File: src/rtl/adder_rr_scheduler.sv
// Round-robin front end for one registered signed adder: grants one requester at a time,
// drives the adder operands and returns the sum tagged with the requester ID.
module adder_rr_scheduler #(
   parameter  int NUM_REQ = 4,
   parameter  int WIDTH   = 4,
   localparam int ID_W    = $clog2(NUM_REQ)
) (
   input  logic                     clk,
   input  logic                     reset,
   input  logic [NUM_REQ-1:0]       req_valid,
   output logic [NUM_REQ-1:0]       req_ready,
   input  logic [NUM_REQ*WIDTH-1:0] req_a,
   input  logic [NUM_REQ*WIDTH-1:0] req_b,
   output logic [WIDTH-1:0]         add_a,
   output logic [WIDTH-1:0]         add_b,
   input  logic [WIDTH:0]           add_c,
   output logic                     rsp_valid,
   input  logic                     rsp_ready,
   output logic [ID_W-1:0]          rsp_id,
   output logic [WIDTH:0]           rsp_data,
   output logic                     busy,
   output logic [1:0]               dbg_state
);

   // Handshakes: a request transfers at a rising edge where req_valid[i] && req_ready[i];
   // a response transfers at a rising edge where rsp_valid && rsp_ready. Once raised,
   // rsp_valid/rsp_id/rsp_data stay stable until that transfer.

   typedef enum logic [1:0] {IDLE, ISSUE, WAIT, RESP} state_t;

   state_t            state, state_nxt;
   logic [ID_W-1:0]   last_grant, gnt_id, grant_idx, scan_idx;
   logic              grant_found;
   logic [WIDTH-1:0]  a_arr [NUM_REQ];
   logic [WIDTH-1:0]  b_arr [NUM_REQ];

   for (genvar i = 0; i < NUM_REQ; i++) begin : g_unpack
      assign a_arr[i] = req_a[i*WIDTH +: WIDTH];
      assign b_arr[i] = req_b[i*WIDTH +: WIDTH];
   end

   // Scan from farthest to nearest so the requester closest after last_grant wins.
   always_comb begin
      grant_found = 1'b0;
      grant_idx   = '0;
      scan_idx    = '0;
      for (int k = NUM_REQ; k >= 1; k--) begin
         scan_idx = ID_W'((int'(last_grant) + k) % NUM_REQ);
         if (req_valid[scan_idx]) begin
            grant_found = 1'b1;
            grant_idx   = scan_idx;
         end
      end
   end

   always_ff @(posedge clk) begin
      if (!reset) state <= IDLE;
      else        state <= state_nxt;
   end

   always_comb begin
      state_nxt = state;
      case (state)
         IDLE:    if (grant_found) state_nxt = ISSUE;
         ISSUE:   state_nxt = WAIT;
         WAIT:    state_nxt = RESP;
         RESP:    if (rsp_ready) state_nxt = IDLE;
         default: state_nxt = IDLE;
      endcase
   end

   always_comb begin
      req_ready = '0;
      if (reset && state == IDLE && grant_found)
         req_ready = NUM_REQ'(1) << grant_idx;
      busy      = (state != IDLE);
      dbg_state = state;
   end

   // Operand registers are only reloaded on a grant, so they hold their last values otherwise.
   always_ff @(posedge clk) begin
      if (!reset) begin
         add_a      <= '0;
         add_b      <= '0;
         gnt_id     <= '0;
         last_grant <= ID_W'(NUM_REQ - 1);
         rsp_valid  <= 1'b0;
         rsp_id     <= '0;
         rsp_data   <= '0;
      end else begin
         case (state)
            IDLE: begin
               if (grant_found) begin
                  add_a      <= a_arr[grant_idx];
                  add_b      <= b_arr[grant_idx];
                  gnt_id     <= grant_idx;
                  last_grant <= grant_idx;
               end
            end
            WAIT: begin
               rsp_data  <= add_c;
               rsp_id    <= gnt_id;
               rsp_valid <= 1'b1;
            end
            RESP: begin
               if (rsp_ready) rsp_valid <= 1'b0;
            end
            default: ;
         endcase
      end
   end

endmodule

File: config.mk
export PLATFORM = sky130hd
export DESIGN_NAME = adder_rr_scheduler
export DESIGN_NICKNAME = d
export VERILOG_FILES = /design/src/rtl/adder_rr_scheduler.sv
export SDC_FILE = /design/constraint.sdc
export NUM_CORES = 1
export LEC_CHECK = 0
export CAP_MARGIN = 20
export CORE_ASPECT_RATIO = 1.25
export CORE_MARGIN = 2
export CORE_UTILIZATION = 42
export DETAILED_ROUTE_END_ITERATION = 7
export PLACE_DENSITY = 0.86
export SYNTH_ARGS = -nofsm -noshare
export SYNTH_HDL_FRONTEND = slang
export SYNTH_SLANG_ARGS = --single-unit
File: constraint.sdc
create_clock -name clk -period 3.3 [get_ports clk]
set_input_delay 0.33 -clock clk [delete_from_list [all_inputs] [get_ports clk]]
set_output_delay 0.33 -clock clk [all_outputs]
set_load 0.005 [all_outputs]
==> impl_results.html, run 1 <==
<table>
<tr><th>Metric</th><th>Value</th></tr>
<tr><th colspan="2">Outcome</th></tr>
<tr><td>Result of the run</td><td>completed</td></tr>
<tr><th colspan="2">Timing</th></tr>
<tr><td>Clock tree skew after final layout</td><td>11.9 ps</td></tr>
<tr><td>Transition at the pin with the smallest max-transition slack</td><td>661 ps</td></tr>
<tr><td>Share of the clock period used by the worst path after layout</td><td>87.9%</td></tr>
<tr><td>Final Hold Fails</td><td>0</td></tr>
<tr><td>Total negative slack</td><td>0 ps</td></tr>
<tr><td>Total of endpoints with negative setup slack in the final report</td><td>0</td></tr>
<tr><td>Setup repair after global routing missed its margin</td><td>false</td></tr>
<tr><td>Time the final worst path needs with I/O delays and setup</td><td>2900 ps</td></tr>
<tr><td>Fmax</td><td>345 MHz</td></tr>
<tr><td>Worst slew margin</td><td>55.7%</td></tr>
<tr><td>Final-report max-slew violation count</td><td>0</td></tr>
<tr><td>Crit path setup slack, layout</td><td>399 ps</td></tr>
<tr><th colspan="2">Global routing</th></tr>
<tr><td>Aggregate global routing overflow</td><td>0</td></tr>
<tr><td>Vias in the first global route</td><td>1,271</td></tr>
<tr><td>Largest net degree at the start of global routing</td><td>15</td></tr>
<tr><td>Antenna violations before repair</td><td>0</td></tr>
<tr><td>GRT Overall Usage</td><td>22.6%</td></tr>
<tr><td>Global-route wire length before repair</td><td>5800 µm</td></tr>
<tr><th colspan="2">Power and ir drop</th></tr>
<tr><td>Logic gate share of total power</td><td>58.4%</td></tr>
<tr><td>Power density normalized to cell area</td><td>690 nW/µm²</td></tr>
<tr><td>Highest ir drop seen on vdd</td><td>522 µV</td></tr>
<tr><td>Clock network fraction of total power</td><td>9.0%</td></tr>
<tr><td>Net load switching power</td><td>0.000520 W</td></tr>
<tr><td>Switching power share of the total</td><td>38.6%</td></tr>
<tr><td>Power, Total</td><td>0.00135 W</td></tr>
<tr><td>Total internal power</td><td>0.000826 W</td></tr>
<tr><td>Sequential fraction of design power</td><td>32.6%</td></tr>
<tr><td>Static Leakage</td><td>0.766 nW</td></tr>
<tr><th colspan="2">Clocking</th></tr>
<tr><td>Clock-pin slew on the worst setup and hold paths</td><td>120 ps</td></tr>
<tr><td>Clock insertion delay at the later pin of the skew report</td><td>310 ps</td></tr>
<tr><td>Hold buffers post-CTS</td><td>0</td></tr>
<tr><td>Resized cells post-CTS</td><td>0</td></tr>
<tr><td>Htree depth</td><td>1</td></tr>
<tr><td>Clock Sinks</td><td>22</td></tr>
<tr><td>Maximum number of buffers from clock root to sink</td><td>2</td></tr>
<tr><td>TritonCTS clock tree</td><td>done</td></tr>
<tr><td>Clk Tree Root Cell</td><td>sky130_fd_sc_hd__clkbuf_4</td></tr>
<tr><td>Total CTS buffers</td><td>3</td></tr>
<tr><td>Number of buffers added for setup after CTS</td><td>0</td></tr>
<tr><th colspan="2">Yosys</th></tr>
<tr><td>Number of enable flip-flop cells after synthesis</td><td>0</td></tr>
<tr><td>Net count of the mapped netlist</td><td>190</td></tr>
<tr><td>Yosys warnings</td><td>0</td></tr>
<tr><td>Gate count after technology mapping</td><td>142</td></tr>
<tr><td>Post-synthesis instance area</td><td>1240 µm²</td></tr>
<tr><td>Count of state elements after synthesis</td><td>22</td></tr>
<tr><td>Main flop type after synthesis</td><td>sky130_fd_sc_hd__dfxtp_1</td></tr>
<tr><td>FFs w/ async S/R, synth</td><td>0%</td></tr>
<tr><td>Part of the Yosys area used for sequential elements</td><td>35.6%</td></tr>
<tr><td>Synthesized area per cell</td><td>8.71 µm²</td></tr>
<tr><td>Number of distinct standard cells referenced by the synthesized netlist</td><td>30</td></tr>
<tr><th colspan="2">Placed design</th></tr>
<tr><td>Last weighted congestion value of the routability-driven placer</td><td>0.866</td></tr>
<tr><td>Dpl hpwl</td><td>2870 µm</td></tr>
<tr><td>Place WS</td><td>496 ps</td></tr>
<tr><td>Number of port buffers</td><td>66</td></tr>
<tr><th colspan="2">Detailed routing</th></tr>
<tr><td>Initial DRC Count</td><td>43</td></tr>
<tr><td>Routed len/inst</td><td>15.0 µm</td></tr>
<tr><td>Routed Wire Length</td><td>3630 µm</td></tr>
<tr><td>Total iterations of the first detailed-routing run</td><td>4</td></tr>
<tr><td>DR vias/cell</td><td>5.32</td></tr>
<tr><td>Total via count in the routed design</td><td>1,288</td></tr>
<tr><td>Count of unresolved DRC violations after routing</td><td>0</td></tr>
<tr><td>Antenna Nets Post-Route</td><td>0</td></tr>
<tr><th colspan="2">Floorplan</th></tr>
<tr><td>Number of standard-cell rows in the floorplan</td><td>22</td></tr>
<tr><td>I/O pin cnt</td><td>67</td></tr>
<tr><td>Die outline height</td><td>64.7 µm</td></tr>
<tr><td>Width of the die</td><td>52.6 µm</td></tr>
<tr><td>Effective utilization at floorplan</td><td>43.2%</td></tr>
<tr><td>Placeable core region</td><td>2860 µm²</td></tr>
<tr><td>Die outline area</td><td>3400 µm²</td></tr>
<tr><th colspan="2">Critical path</th></tr>
<tr><td>Worst-path fanout max</td><td>12</td></tr>
<tr><td>Type of the setup path with the least slack</td><td>reg -&gt; out</td></tr>
<tr><td>Critical path arrival</td><td>2570 ps</td></tr>
<tr><td>Worst setup EP type</td><td>primary output</td></tr>
<tr><td>Req. time, crit path</td><td>2970 ps</td></tr>
<tr><td>Nature of the critical path startpoint</td><td>flop</td></tr>
<tr><th colspan="2">Cells and area</th></tr>
<tr><td>Post-layout util</td><td>68.1%</td></tr>
<tr><td>Fill cell total of the finished layout</td><td>249</td></tr>
<tr><td>Fraction of layout instances using a drive strength above 1</td><td>6.80%</td></tr>
<tr><td>Fin nets</td><td>256</td></tr>
<tr><td>Diodes inserted</td><td>0</td></tr>
<tr><td>Layout Area Growth over Synthesis</td><td>57.6%</td></tr>
<tr><th colspan="2">Run</th></tr>
<tr><td>Number of max-cap violations</td><td>0</td></tr>
<tr><th colspan="2">Worst hold path</th></tr>
<tr><td>Hold crit path type</td><td>reg -&gt; reg</td></tr>
</table>
-- area by class of cell --
class | count | area, µm² | share of cell area [%]
Clock buffer | 3 | 22.5 | 1.15
Inverter | 10 | 37.5 | 1.92
Multi-Input combinational cell | 102 | 722 | 37.0
Sequential cell | 22 | 440 | 22.6
Tap cell | 36 | 45.0 | 2.31
Timing Repair Buffer | 69 | 683 | 35.0
-- final timing paths --
check / startpoint / endpoint / slack, ps / cells after the start
min reg2reg: gnt_id[1]$_SDFFE_PN0P_ / gnt_id[1]$_SDFFE_PN0P_ / 480 / 2
max: dbg_state[0]$_SDFFE_PN0P_ / req_ready[2] / 400 / 7
min: gnt_id[1]$_SDFFE_PN0P_ / gnt_id[1]$_SDFFE_PN0P_ / 480 / 2
max reg2reg: last_grant[1]$_SDFFE_PN1P_ / add_b[1]$_SDFFE_PN0P_ / 1130 / 4
-- layer usage --
| layer | track usage, % | vias up | routed length, µm |
|---|---|---|---|
| met5 | 0 | - | 0 |
| met3 | 2.53 | 6 | 145 |
| li1 | - | 647 | - |
| met1 | 26.9 | 588 | 1460 |
| met4 | 8.97 | 0 | 66 |
| met2 | 40.0 | 47 | 1960 |
-- synth_stat cells (3+ instances only) --
library cell	instances	share of area, %
sky130_fd_sc_hd__nand2_1	5	1.5
sky130_fd_sc_hd__a2111oi_0	6	4.2
sky130_fd_sc_hd__a211oi_1	13	7.9
sky130_fd_sc_hd__ha_1	4	4.0
sky130_fd_sc_hd__inv_1	10	3.0
sky130_fd_sc_hd__mux2i_1	13	11
sky130_fd_sc_hd__clkbuf_1	6	1.8
sky130_fd_sc_hd__nor3_1	4	1.6
sky130_fd_sc_hd__nand2b_1	5	2.5
sky130_fd_sc_hd__and3_1	3	1.5
sky130_fd_sc_hd__dfxtp_1	22	36
sky130_fd_sc_hd__o21ai_0	8	3.2
sky130_fd_sc_hd__a21oi_1	5	2.0
sky130_fd_sc_hd__nor2_1	18	5.5
-- flip-flops by register name, indices dropped and copies added (netlist names) --
register    cells
rsp_data        5
add_a           4
add_b           4
dbg_state       2
gnt_id          2
last_grant      2
rsp_id          2
rsp_valid       1
-- through the flow --
step / hold slack (ps) / cells / instance area, µm²
final: 483 / 242 / 1950
after global routing: 512 / 242 / 1950
after CTS: 480 / 242 / 1950
after detailed placement: 460 / 239 / 1930
after global placement: 448 / 239 / 1930
after floorplan: 436 / 142 / 1240
-- worst max-delay path, stage by stage (launching register included) --
cell and delay, ps:
sky130_fd_sc_hd__dfxtp_1 370, sky130_fd_sc_hd__inv_1 110, sky130_fd_sc_hd__ha_1 200, sky130_fd_sc_hd__inv_1 80, sky130_fd_sc_hd__nor2_1 530, sky130_fd_sc_hd__nand2_1 230
sky130_fd_sc_hd__nor3_1 210, sky130_fd_sc_hd__clkdlybuf4s50_1 530
-- cell families (layout without fill, tap and decap cells) --
logic type / count (synthesis) / after routing / share of synthesized area [%]
flip-flops: 22 / 22 / 35.6
buffers and inverters: 18 / 82 / 6.07
multiplexers: 17 / 17 / 14.8
AND/OR/NAND/NOR: 43 / 43 / 18.1
AO/OA/AOI/OAI: 38 / 38 / 21.4
adder cells (fa/ha/maj): 4 / 4 / 4.04
-- power by group through the flow --
stage                     Sequential (W)  Clock, W  Combinational, W
after CTS                       0.000436  0.000122          0.000789
after floorplan                 0.000432         0          0.000440
after global routing            0.000449  0.000138          0.000862
after detailed placement        0.000441         0          0.000784
final                           0.000438  0.000122          0.000786
after global placement          0.000437         0          0.000760
-- layout by cell type, fill, tap and decap left out, types with 2 or more instances in the layout --
master                             n
sky130_fd_sc_hd__nand2_1           5
sky130_fd_sc_hd__o21ai_0           8
sky130_fd_sc_hd__mux2_2            2
sky130_fd_sc_hd__a211oi_1         13
sky130_fd_sc_hd__nor3_1            4
sky130_fd_sc_hd__a2111oi_0         6
sky130_fd_sc_hd__a21oi_1           5
sky130_fd_sc_hd__buf_4             3
sky130_fd_sc_hd__mux2i_1          13
sky130_fd_sc_hd__nand2b_1          5
sky130_fd_sc_hd__clkbuf_4          3
sky130_fd_sc_hd__ha_1              4
sky130_fd_sc_hd__and3_1            3
sky130_fd_sc_hd__dfxtp_1          22
sky130_fd_sc_hd__nor2b_1           2
sky130_fd_sc_hd__a221o_1           2
sky130_fd_sc_hd__nor2_1           18
sky130_fd_sc_hd__clkdlybuf4s50_1  66
sky130_fd_sc_hd__mux2_4            2
sky130_fd_sc_hd__inv_1            10
Note: power is estimated with default switching activity, not from simulation.
==> run 2, diff against run 1 <==
--- a/config.mk
+++ b/config.mk
@@ -7,7 +7,7 @@
 export LEC_CHECK = 0
 export CAP_MARGIN = 20
 export CORE_ASPECT_RATIO = 1.25
-export CORE_MARGIN = 2
+export CORE_MARGIN = 4
 export CORE_UTILIZATION = 42
 export DETAILED_ROUTE_END_ITERATION = 7
 export PLACE_DENSITY = 0.86
==> impl_results.html, run 2 (synthesis gave the netlist of run 1 again) <==
<table>
<tr><th>Metric</th><th>Value</th></tr>
<tr><th colspan="2">Timing</th></tr>
<tr><td>Setup repair after global routing missed its margin</td><td>false</td></tr>
<tr><td>Total of endpoints with negative setup slack in the final report</td><td>0</td></tr>
<tr><td>Worst slew margin</td><td>55.6%</td></tr>
<tr><td>Total negative slack</td><td>0 ps</td></tr>
<tr><td>Final-report max-slew violation count</td><td>0</td></tr>
<tr><td>Share of the clock period used by the worst path after layout</td><td>87.4%</td></tr>
<tr><td>Clock tree skew after final layout</td><td>1.25 ps</td></tr>
<tr><td>Final Hold Fails</td><td>0</td></tr>
<tr><td>Transition at the pin with the smallest max-transition slack</td><td>663 ps</td></tr>
<tr><td>Time the final worst path needs with I/O delays and setup</td><td>2880 ps</td></tr>
<tr><td>Fmax</td><td>347 MHz</td></tr>
<tr><th colspan="2">Critical path</th></tr>
<tr><td>Type of the setup path with the least slack</td><td>reg -&gt; out</td></tr>
<tr><td>Worst-path fanout max</td><td>12</td></tr>
<tr><td>Nature of the critical path startpoint</td><td>flop</td></tr>
<tr><td>Worst setup EP type</td><td>primary output</td></tr>
<tr><td>Critical path arrival</td><td>2550 ps</td></tr>
<tr><td>Req. time, crit path</td><td>2970 ps</td></tr>
<tr><td>Register-to-Register Path Depth</td><td>5</td></tr>
<tr><th colspan="2">Cells and area</th></tr>
<tr><td>Diodes inserted</td><td>0</td></tr>
<tr><td>Final cell area excluding filler cells</td><td>1980 µm²</td></tr>
<tr><td>Largest registers ranked by flip-flop count</td><td>rsp_data: 5 flops, add_a: 4 flops, add_b: 4 flops</td></tr>
<tr><td>Max FFs per register</td><td>5</td></tr>
<tr><td>Layout Area Growth over Synthesis</td><td>59.9%</td></tr>
<tr><td>Fin nets</td><td>256</td></tr>
<tr><td>Fraction of layout instances using a drive strength above 1</td><td>7.25%</td></tr>
<tr><td>Leading cell type in the layout, fill and taps excluded</td><td>sky130_fd_sc_hd__clkdlybuf4s50_1</td></tr>
<tr><td>Commonest cells after routing, fill and taps aside</td><td>sky130_fd_sc_hd__clkdlybuf4s50_1 (66), sky130_fd_sc_hd__dfxtp_1 (22), sky130_fd_sc_hd__nor2_1 (18)</td></tr>
<tr><td>Reg with most FFs</td><td>rsp_data</td></tr>
<tr><th colspan="2">Power and ir drop</th></tr>
<tr><td>Highest ir drop seen on vdd</td><td>495 µV</td></tr>
<tr><td>Power density normalized to cell area</td><td>725 nW/µm²</td></tr>
<tr><td>Static Leakage</td><td>0.780 nW</td></tr>
<tr><th colspan="2">Outcome</th></tr>
<tr><td>Result of the run</td><td>completed</td></tr>
<tr><th colspan="2">Placed design</th></tr>
<tr><td>Placed cell area</td><td>1930 µm²</td></tr>
<tr><td>Last weighted congestion value of the routability-driven placer</td><td>0.880</td></tr>
<tr><td>Dpl hpwl</td><td>3050 µm</td></tr>
<tr><td>Number of port buffers</td><td>66</td></tr>
<tr><th colspan="2">Worst hold path</th></tr>
<tr><td>Hold crit path type</td><td>reg -&gt; reg</td></tr>
<tr><td>Cells on Worst Hold Path</td><td>2</td></tr>
<tr><th colspan="2">Floorplan</th></tr>
<tr><td>I/O pin cnt</td><td>67</td></tr>
<tr><td>Width of the die</td><td>56.6 µm</td></tr>
<tr><td>Die outline height</td><td>68.7 µm</td></tr>
<tr><td>Number of standard-cell rows in the floorplan</td><td>21</td></tr>
<tr><td>Placeable core region</td><td>2760 µm²</td></tr>
<tr><td>Die outline area</td><td>3880 µm²</td></tr>
<tr><td>Effective utilization at floorplan</td><td>44.9%</td></tr>
<tr><th colspan="2">Clocking</th></tr>
<tr><td>Clk Tree Root Cell</td><td>sky130_fd_sc_hd__clkbuf_4</td></tr>
<tr><td>Htree depth</td><td>1</td></tr>
<tr><td>Total CTS buffers</td><td>3</td></tr>
<tr><td>TritonCTS clock tree</td><td>done</td></tr>
<tr><td>Clock Sinks</td><td>22</td></tr>
<tr><td>Clock insertion delay at the later pin of the skew report</td><td>300 ps</td></tr>
<tr><td>Number of buffers added for setup after CTS</td><td>0</td></tr>
<tr><td>Clock-pin slew on the worst setup and hold paths</td><td>120 ps</td></tr>
<tr><td>Maximum number of buffers from clock root to sink</td><td>2</td></tr>
<tr><td>Hold buffers post-CTS</td><td>0</td></tr>
<tr><td>Resized cells post-CTS</td><td>0</td></tr>
<tr><th colspan="2">Detailed routing</th></tr>
<tr><td>Total iterations of the first detailed-routing run</td><td>4</td></tr>
<tr><td>Routed len/inst</td><td>15.7 µm</td></tr>
<tr><td>Initial DRC Count</td><td>58</td></tr>
<tr><td>DR vias/cell</td><td>5.48</td></tr>
<tr><td>Antenna Nets Post-Route</td><td>0</td></tr>
<tr><td>Count of unresolved DRC violations after routing</td><td>0</td></tr>
<tr><td>Routed Wire Length</td><td>3780 µm</td></tr>
<tr><td>Total via count in the routed design</td><td>1,320</td></tr>
<tr><th colspan="2">Global routing</th></tr>
<tr><td>GRT Overall Usage</td><td>20.6%</td></tr>
<tr><td>Largest net degree at the start of global routing</td><td>15</td></tr>
<tr><td>Antenna violations before repair</td><td>0</td></tr>
<tr><td>Aggregate global routing overflow</td><td>0</td></tr>
<tr><td>Global-route wire length before repair</td><td>6210 µm</td></tr>
<tr><td>Vias in the first global route</td><td>1,379</td></tr>
<tr><th colspan="2">Run</th></tr>
<tr><td>Number of max-cap violations</td><td>0</td></tr>
</table>
run 2: cell count changes in the layout (fill, tap and decap cells not counted), sizes merged:
cell,delta
bufinv,+1
run 2: metal layers:
layer	GRT usage (%)	wire, µm	vias to the layer above
met2	39.2	2060	68
li1	-	-	645
met1	23.0	1450	603
met5	0	0	-
met3	2.42	236	4
met4	9.79	40	0
run 2: report_power, final:
| part | internal (W) | switching (W) | total (W) |
|---|---|---|---|
| logic | 0.000417 | 0.000374 | 0.000792 |
| clock network | 0.000123 | 0.0000825 | 0.000205 |
| registers | 0.000368 | 0.0000692 | 0.000437 |
| total | 0.000907 | 0.000526 | 0.00143 |
run 2: metrics by stage:
| stage | hold slack (ps) | total power [W] | utilization (%) | std cells | setup slack (ps) |
|---|---|---|---|---|---|
| after floorplan | 436 | 0.000872 | - | 142 | 1610 |
| after global placement | 459 | 0.00119 | 69.8 | 237 | 584 |
| after detailed placement | 465 | 0.00122 | 69.8 | 237 | 516 |
| after CTS | 491 | 0.00144 | 71.7 | 241 | 431 |
| after global routing | 514 | 0.00153 | 71.7 | 241 | 198 |
| final | 489 | 0.00143 | 71.7 | 241 | 416 |
run 2: path summary, 6_finish.rpt:
path	startpoint	end	slack (ps)
setup / recovery	dbg_state[0]$_SDFFE_PN0P_	req_ready[2]	420
hold / removal	gnt_id[1]$_SDFFE_PN0P_	gnt_id[1]$_SDFFE_PN0P_	490
setup reg to reg	last_grant[0]$_SDFFE_PN1P_	add_a[2]$_SDFFE_PN0P_	1280
hold reg to reg	gnt_id[1]$_SDFFE_PN0P_	gnt_id[1]$_SDFFE_PN0P_	490
run 2: cell type report:
class                      count  area [µm²]
clock buffer                   3        22.5
clock inverter                 1        30.0
fill                         216         781
inverter                      10        37.5
multi-input combinational    102         722
sequential                    22         440
tap                           34        42.5
timing repair buffer          69         683
run 2: critical path, stage by stage (launching register included):
cell and delay, ps:
sky130_fd_sc_hd__dfxtp_1 360, sky130_fd_sc_hd__inv_1 120, sky130_fd_sc_hd__ha_1 220, sky130_fd_sc_hd__inv_1 80, sky130_fd_sc_hd__nor2_1 530, sky130_fd_sc_hd__nand2_1 230
sky130_fd_sc_hd__nor3_1 180, sky130_fd_sc_hd__clkdlybuf4s50_1 540
